--- config.mk ---
export PLATFORM = sky130hd
export DESIGN_NAME = vc_arbiter
export DESIGN_NICKNAME = d
export VERILOG_FILES = /design/src/rtl/vc_arbiter.sv
export SDC_FILE = /design/constraint.sdc
export NUM_CORES = 1
export LEC_CHECK = 0
export ABC_AREA = 0
export CAP_MARGIN = 20
export CORE_UTILIZATION = 35
export CTS_CLUSTER_DIAMETER = 150
export DETAILED_ROUTE_END_ITERATION = 10
export PLACE_DENSITY_LB_ADDON = 0.08
export SYNTH_ARGS = -nofsm -noshare
export SYNTH_HDL_FRONTEND = slang
export SYNTH_SLANG_ARGS = --single-unit
--- constraint.sdc ---
create_clock -name clk -period 2.55 [get_ports clk]
set_clock_uncertainty 0.05 [all_clocks]
set_input_delay 0.51 -clock clk [delete_from_list [all_inputs] [get_ports clk]]
set_output_delay 0.51 -clock clk [all_outputs]
set_load 0.01 [all_outputs]
--- src/rtl/vc_arbiter.sv ---
// Round-robin scheduler moving words from four ingress VC FIFOs into one egress FIFO,
// with per-grant burst limiting and egress backpressure. Optional macro: VC_STRICT_PRIO_EN.
module vc_arbiter #(
    parameter int DATA_SIZE = 10,
    parameter int BURST     = 4
) (
    input  logic                   clk,
    input  logic                   reset,
    input  logic [3:0]             in_empty,
    input  logic [4*DATA_SIZE-1:0] in_data,
    input  logic                   out_pause,
    input  logic                   out_full,
    output logic [3:0]             in_pop,
    output logic                   out_push,
    output logic [DATA_SIZE-1:0]   out_data,
    output logic [1:0]             grant,
    output logic                   busy,
    output logic                   arb_error
);

    typedef enum logic [1:0] {IDLE, GRANT, STALL} state_t;

    localparam logic [3:0] BURST_LAST = 4'(BURST - 1);

    state_t     state_q, state_d;
    logic [1:0] grant_q, grant_d;
    logic [3:0] burst_cnt_q, burst_cnt_d;
    logic       pop_dly_q, pop_dly_d;
    logic [1:0] grant_dly_q, grant_dly_d;
    logic       arb_error_q, arb_error_d;

    logic       ok;
    logic       any_req;
    logic       pop_now;
    logic       burst_done;
    logic [1:0] pick;
    logic [1:0] cand;

    logic [DATA_SIZE-1:0] in_word [4];

    for (genvar g = 0; g < 4; g++) begin : g_word
        assign in_word[g] = in_data[g*DATA_SIZE +: DATA_SIZE];
    end

    assign ok      = !out_pause && !out_full;
    assign any_req = ~&in_empty;

    // Walk grant+4 down to grant+1 so the nearest non-empty requester wins;
    // grant+4 wraps to the current holder, which is how a lone requester is regranted.
    always_comb begin
        pick = grant_q;
        cand = grant_q;
        for (int k = 4; k >= 1; k--) begin
            cand = grant_q + 2'(k);
            if (!in_empty[cand]) pick = cand;
        end
`ifdef VC_STRICT_PRIO_EN
        if (!in_empty[0]) pick = 2'd0;
`endif
    end

`ifdef VC_STRICT_PRIO_EN
    assign burst_done = (burst_cnt_q == BURST_LAST) && (grant_q != 2'd0);
`else
    assign burst_done = (burst_cnt_q == BURST_LAST);
`endif

    always_comb begin
        state_d     = state_q;
        grant_d     = grant_q;
        burst_cnt_d = burst_cnt_q;
        pop_now     = 1'b0;
        unique case (state_q)
            IDLE: begin
                if (any_req && ok) begin
                    state_d     = GRANT;
                    grant_d     = pick;
                    burst_cnt_d = '0;
                end
            end
            GRANT: begin
                if (!ok) begin
                    state_d = STALL;
                end else begin
                    pop_now = !in_empty[grant_q];
                    if (pop_now) burst_cnt_d = burst_cnt_q + 4'd1;
                    if (!pop_now || burst_done) begin
                        if (any_req) begin
                            grant_d     = pick;
                            burst_cnt_d = '0;
                        end else begin
                            state_d = IDLE;
                        end
                    end
                end
            end
            STALL: begin
                if (ok) state_d = in_empty[grant_q] ? IDLE : GRANT;
            end
            default: state_d = IDLE;
        endcase
    end

    assign pop_dly_d   = pop_now;
    assign grant_dly_d = grant_q;
    assign arb_error_d = arb_error_q | (out_push & out_full);

    always_ff @(posedge clk) begin
        if (reset) begin
            state_q     <= IDLE;
            grant_q     <= 2'd3;
            burst_cnt_q <= '0;
            pop_dly_q   <= 1'b0;
            grant_dly_q <= 2'd0;
            arb_error_q <= 1'b0;
        end else begin
            state_q     <= state_d;
            grant_q     <= grant_d;
            burst_cnt_q <= burst_cnt_d;
            pop_dly_q   <= pop_dly_d;
            grant_dly_q <= grant_dly_d;
            arb_error_q <= arb_error_d;
        end
    end

    // Ingress data arrives one cycle after its pop, so the push is aligned to the delayed grant.
    assign in_pop    = (pop_now && !reset) ? (4'b0001 << grant_q) : 4'b0000;
    assign out_push  = pop_dly_q && !reset;
    assign out_data  = out_push ? in_word[grant_dly_q] : '0;
    assign grant     = grant_q;
    assign busy      = (state_q == GRANT) || (state_q == STALL);
    assign arb_error = arb_error_q;

endmodule

==> results.toml <==
[status]
outcome = "finished clean"

[critical_path]
timing.critical_path.cells = "dlygate4sd2_1 -> mux4_2 -> and4bb_2 -> and2_1 -> clkdlybuf4s15_2"
crit_path_category = "primary input to primary output"
start_kind = "primary input"
cp.arrival_ns = 1.98
cp_slowest_cell = "mux4_2"
r2r_slack_ns = 0.50
worstSetupEndpointType = "primary output"
cpPeakStageDelay_ns = 0.48
cp_max_fo = 5
critPathRequiredTime_ns = 1.99

[flow_run]
cap_viol_max_count = 0

[clock_network]
cts_max_path_buffers = 2
cts_sinks = 12
cts.hold.buffers_added = 0
tritoncts_clock_tree = "built"
clkSlewWorstSetupHoldPaths_ns = 0.07
insertion_delay_ns = 0.28
clk_root_buffer_cell = "clkbuf_4"
numCtsBuffers = 3
h-tree-depth = 1

[synthesis]
post-synth-top-area-fraction_pct = 21.04
number_of_synthesized_register_bits = 12
seq_area_frac_synth_pct = 20.40
yosys.cell_count.top_type = "nor2b_1"
average_cell_area_after_synthesis_um2 = 9.419
ys_top_cells_by_count = "nor2b_1, dfxtp_1, nor2_1"
synth_top_cells_by_area = "mux4_2, dfxtp_1, ha_1"
postSynthNetCount = 182
synth.distinct_cells = 37
synth.largest_area_cell = "mux4_2"
async_reset_ff_share_pct = 0
synth_enable_flop_cells = 0
cell_area_after_synthesis_mm2 = 0.001177
ys_warn_count = 0
postSynthCellCount = 125
ys.flop_type = "dfxtp_1"

[detailed_routing]
vias = 1275
drt_drc_violations_left = 0
wl_um = 3870
drt_iter0_drc = 51
routed_via_density = 5.162
postRouteAntennaNets = 0
first_pass_iters = 4
detail_route.wl_per_cell_um = 15.67

[floorplanning]
fp.dieArea_mm2 = 0.003600
initial_standard_cell_utilization_of_the_core_pct = 37.64
io_pins = 67
placeableCoreArea_mm2 = 0.003128
std_cell_rows = 20
fp.dieH_um = 60
die_width_um = 60

[cells_and_area]
diodes = 0
design_area_mm2 = 0.002001
flow.area_growth_from_synthesis_pct = 69.93
fin_nets = 261
drive_gt1_share_pct = 20.69
nFillCells = 281

[sta]
max_slew_headroom_pct = 63.09
post-route-worst-setup-slack_ns = 0.01397
timing_max_transition_violations_final = 0
timing.final.crit_share_pct = 99.45
setup_viol = 0
rsz0062_at_grt = "true"
timing_hold_violations_final = 0
tightestPinTransition_ns = 0.5479
post-route-min-period_ns = 2.536
maxClockFrequency_mhz = 394.3

[placement]
port_buffers = 66
place.detailed.hpwl_um = 3174
placed_cell_area_mm2 = 0.001958
gp_congestion = 0.8580
post-place-ws_ns = -0.5138

[global_routing]
grt_antenna_before_repair = 0
grt_first_pass_wirelength_um = 5837
grt_remaining_overflow = 0
via_count_of_the_first_global_routing_pass = 1255
grt_start_max_net_pins = 12
grt.total_usage_pct = 21.86

[power_and_ir_drop]
p_leak_nw = 0.9128
worst_ir_drop_on_vdd_mv = 0.2982
pwr_density_cell_mw_per_mm2 = 438.7

[min_path]
worst_hold_path_type = "flop to flop"
## where the power goes
part / internal (mW) / switching (mW) / total, mW / leakage [nW]
logic: 0.275 / 0.211 / 0.486 / 0.794
registers: 0.211 / 0.0265 / 0.237 / 0.0981
clock network: 0.0868 / 0.0673 / 0.154 / 0.0210
## final cells by class
class,count,area [µm²],area share [%]
Clock buffer,4,36.28,1.814
Tap cell,44,55.05,2.752
Multi-Input combinational cell,100,883.3,44.15
Timing Repair Buffer,80,759.5,37.96
Inverter,7,26.28,1.313
Sequential cell,12,240.2,12.01
## sequential cells by signal, summed over array words and instances (netlist names)
register and cells:
state_q 2, grant 2, pop_dly_q 1, grant_dly_q 2, arb_error 1, burst_cnt_q 4
## cell families after synthesis
group	share of synthesized area (%)
AOI/OAI and AO/OA	11.37
xor gates and xnor gates	2.232
adders and majority gates	9.564
buffers and inverters	4.994
DFF	20.40
muxes	26.36
and+or+nand+nor	25.08
## layer usage
metal,vias to the layer above,share of wire (%),track usage [%]
li1,614,-,-
met1,617,40,24.30
met2,36,54,40.63
met3,8,4.3,4.762
met4,0,1.8,7.309
met5,-,0,0
## layout by cell type, fill, tap and decap left out, types with 5 or more instances in the layout
cell type	synthesis	final
inv_1	6	6
dlymetal6s2s_1	0	5
nor2_1	12	11
clkdlybuf4s50_1	0	48
nor2b_1	13	13
mux4_2	11	11
ha_1	9	9
dfxtp_1	12	12
buf_4	0	14
dlygate4sd2_1	0	9
nand2_1	8	8
## per-stage QoR
stage / hold slack, ns / utilization [%] / TNS (ns) / power [mW] / cells
after floorplan: 0.4117 / - / 0 / 0.5298 / 125
after global placement: 0.4026 / 62.60 / -1.797 / 0.7009 / 242
after detailed placement: 0.4206 / 62.60 / -2.095 / 0.7212 / 242
after CTS: 0.4390 / 63.84 / 0 / 0.8786 / 247
after global routing: 0.4587 / 63.96 / -0.08369 / 0.9344 / 247
final: 0.4378 / 63.96 / 0 / 0.8776 / 247
## critical path, delay by kind of cell
family	cells	cell delay, ns
buf+inv	2	0.47
simple gates	2	0.51
mux	1	0.48
## final timing paths
path	startpoint	end	cells after the start
hold / removal	arb_error$_SDFF_PP0_	arb_error$_SDFF_PP0_	2
hold reg to reg	arb_error$_SDFF_PP0_	arb_error$_SDFF_PP0_	2
setup / recovery	in_empty[3]	in_pop[3]	5
setup reg to reg	grant[0]$_SDFFE_PP1P_	grant[0]$_SDFFE_PP1P_	6
## repair_timing
| item | 4_1_cts | 5_1_grt |
|---|---|---|
| hold endpoints to repair | 0 | 0 |
| gates resized for setup | 21 | 8 |
| gates cloned | 0 | 0 |
| pin swaps | 1 | 0 |
| setup buffers | 1 | 0 |
| setup endpoints to repair | 11 | 9 |
Power figures use the tool's default switching activity.
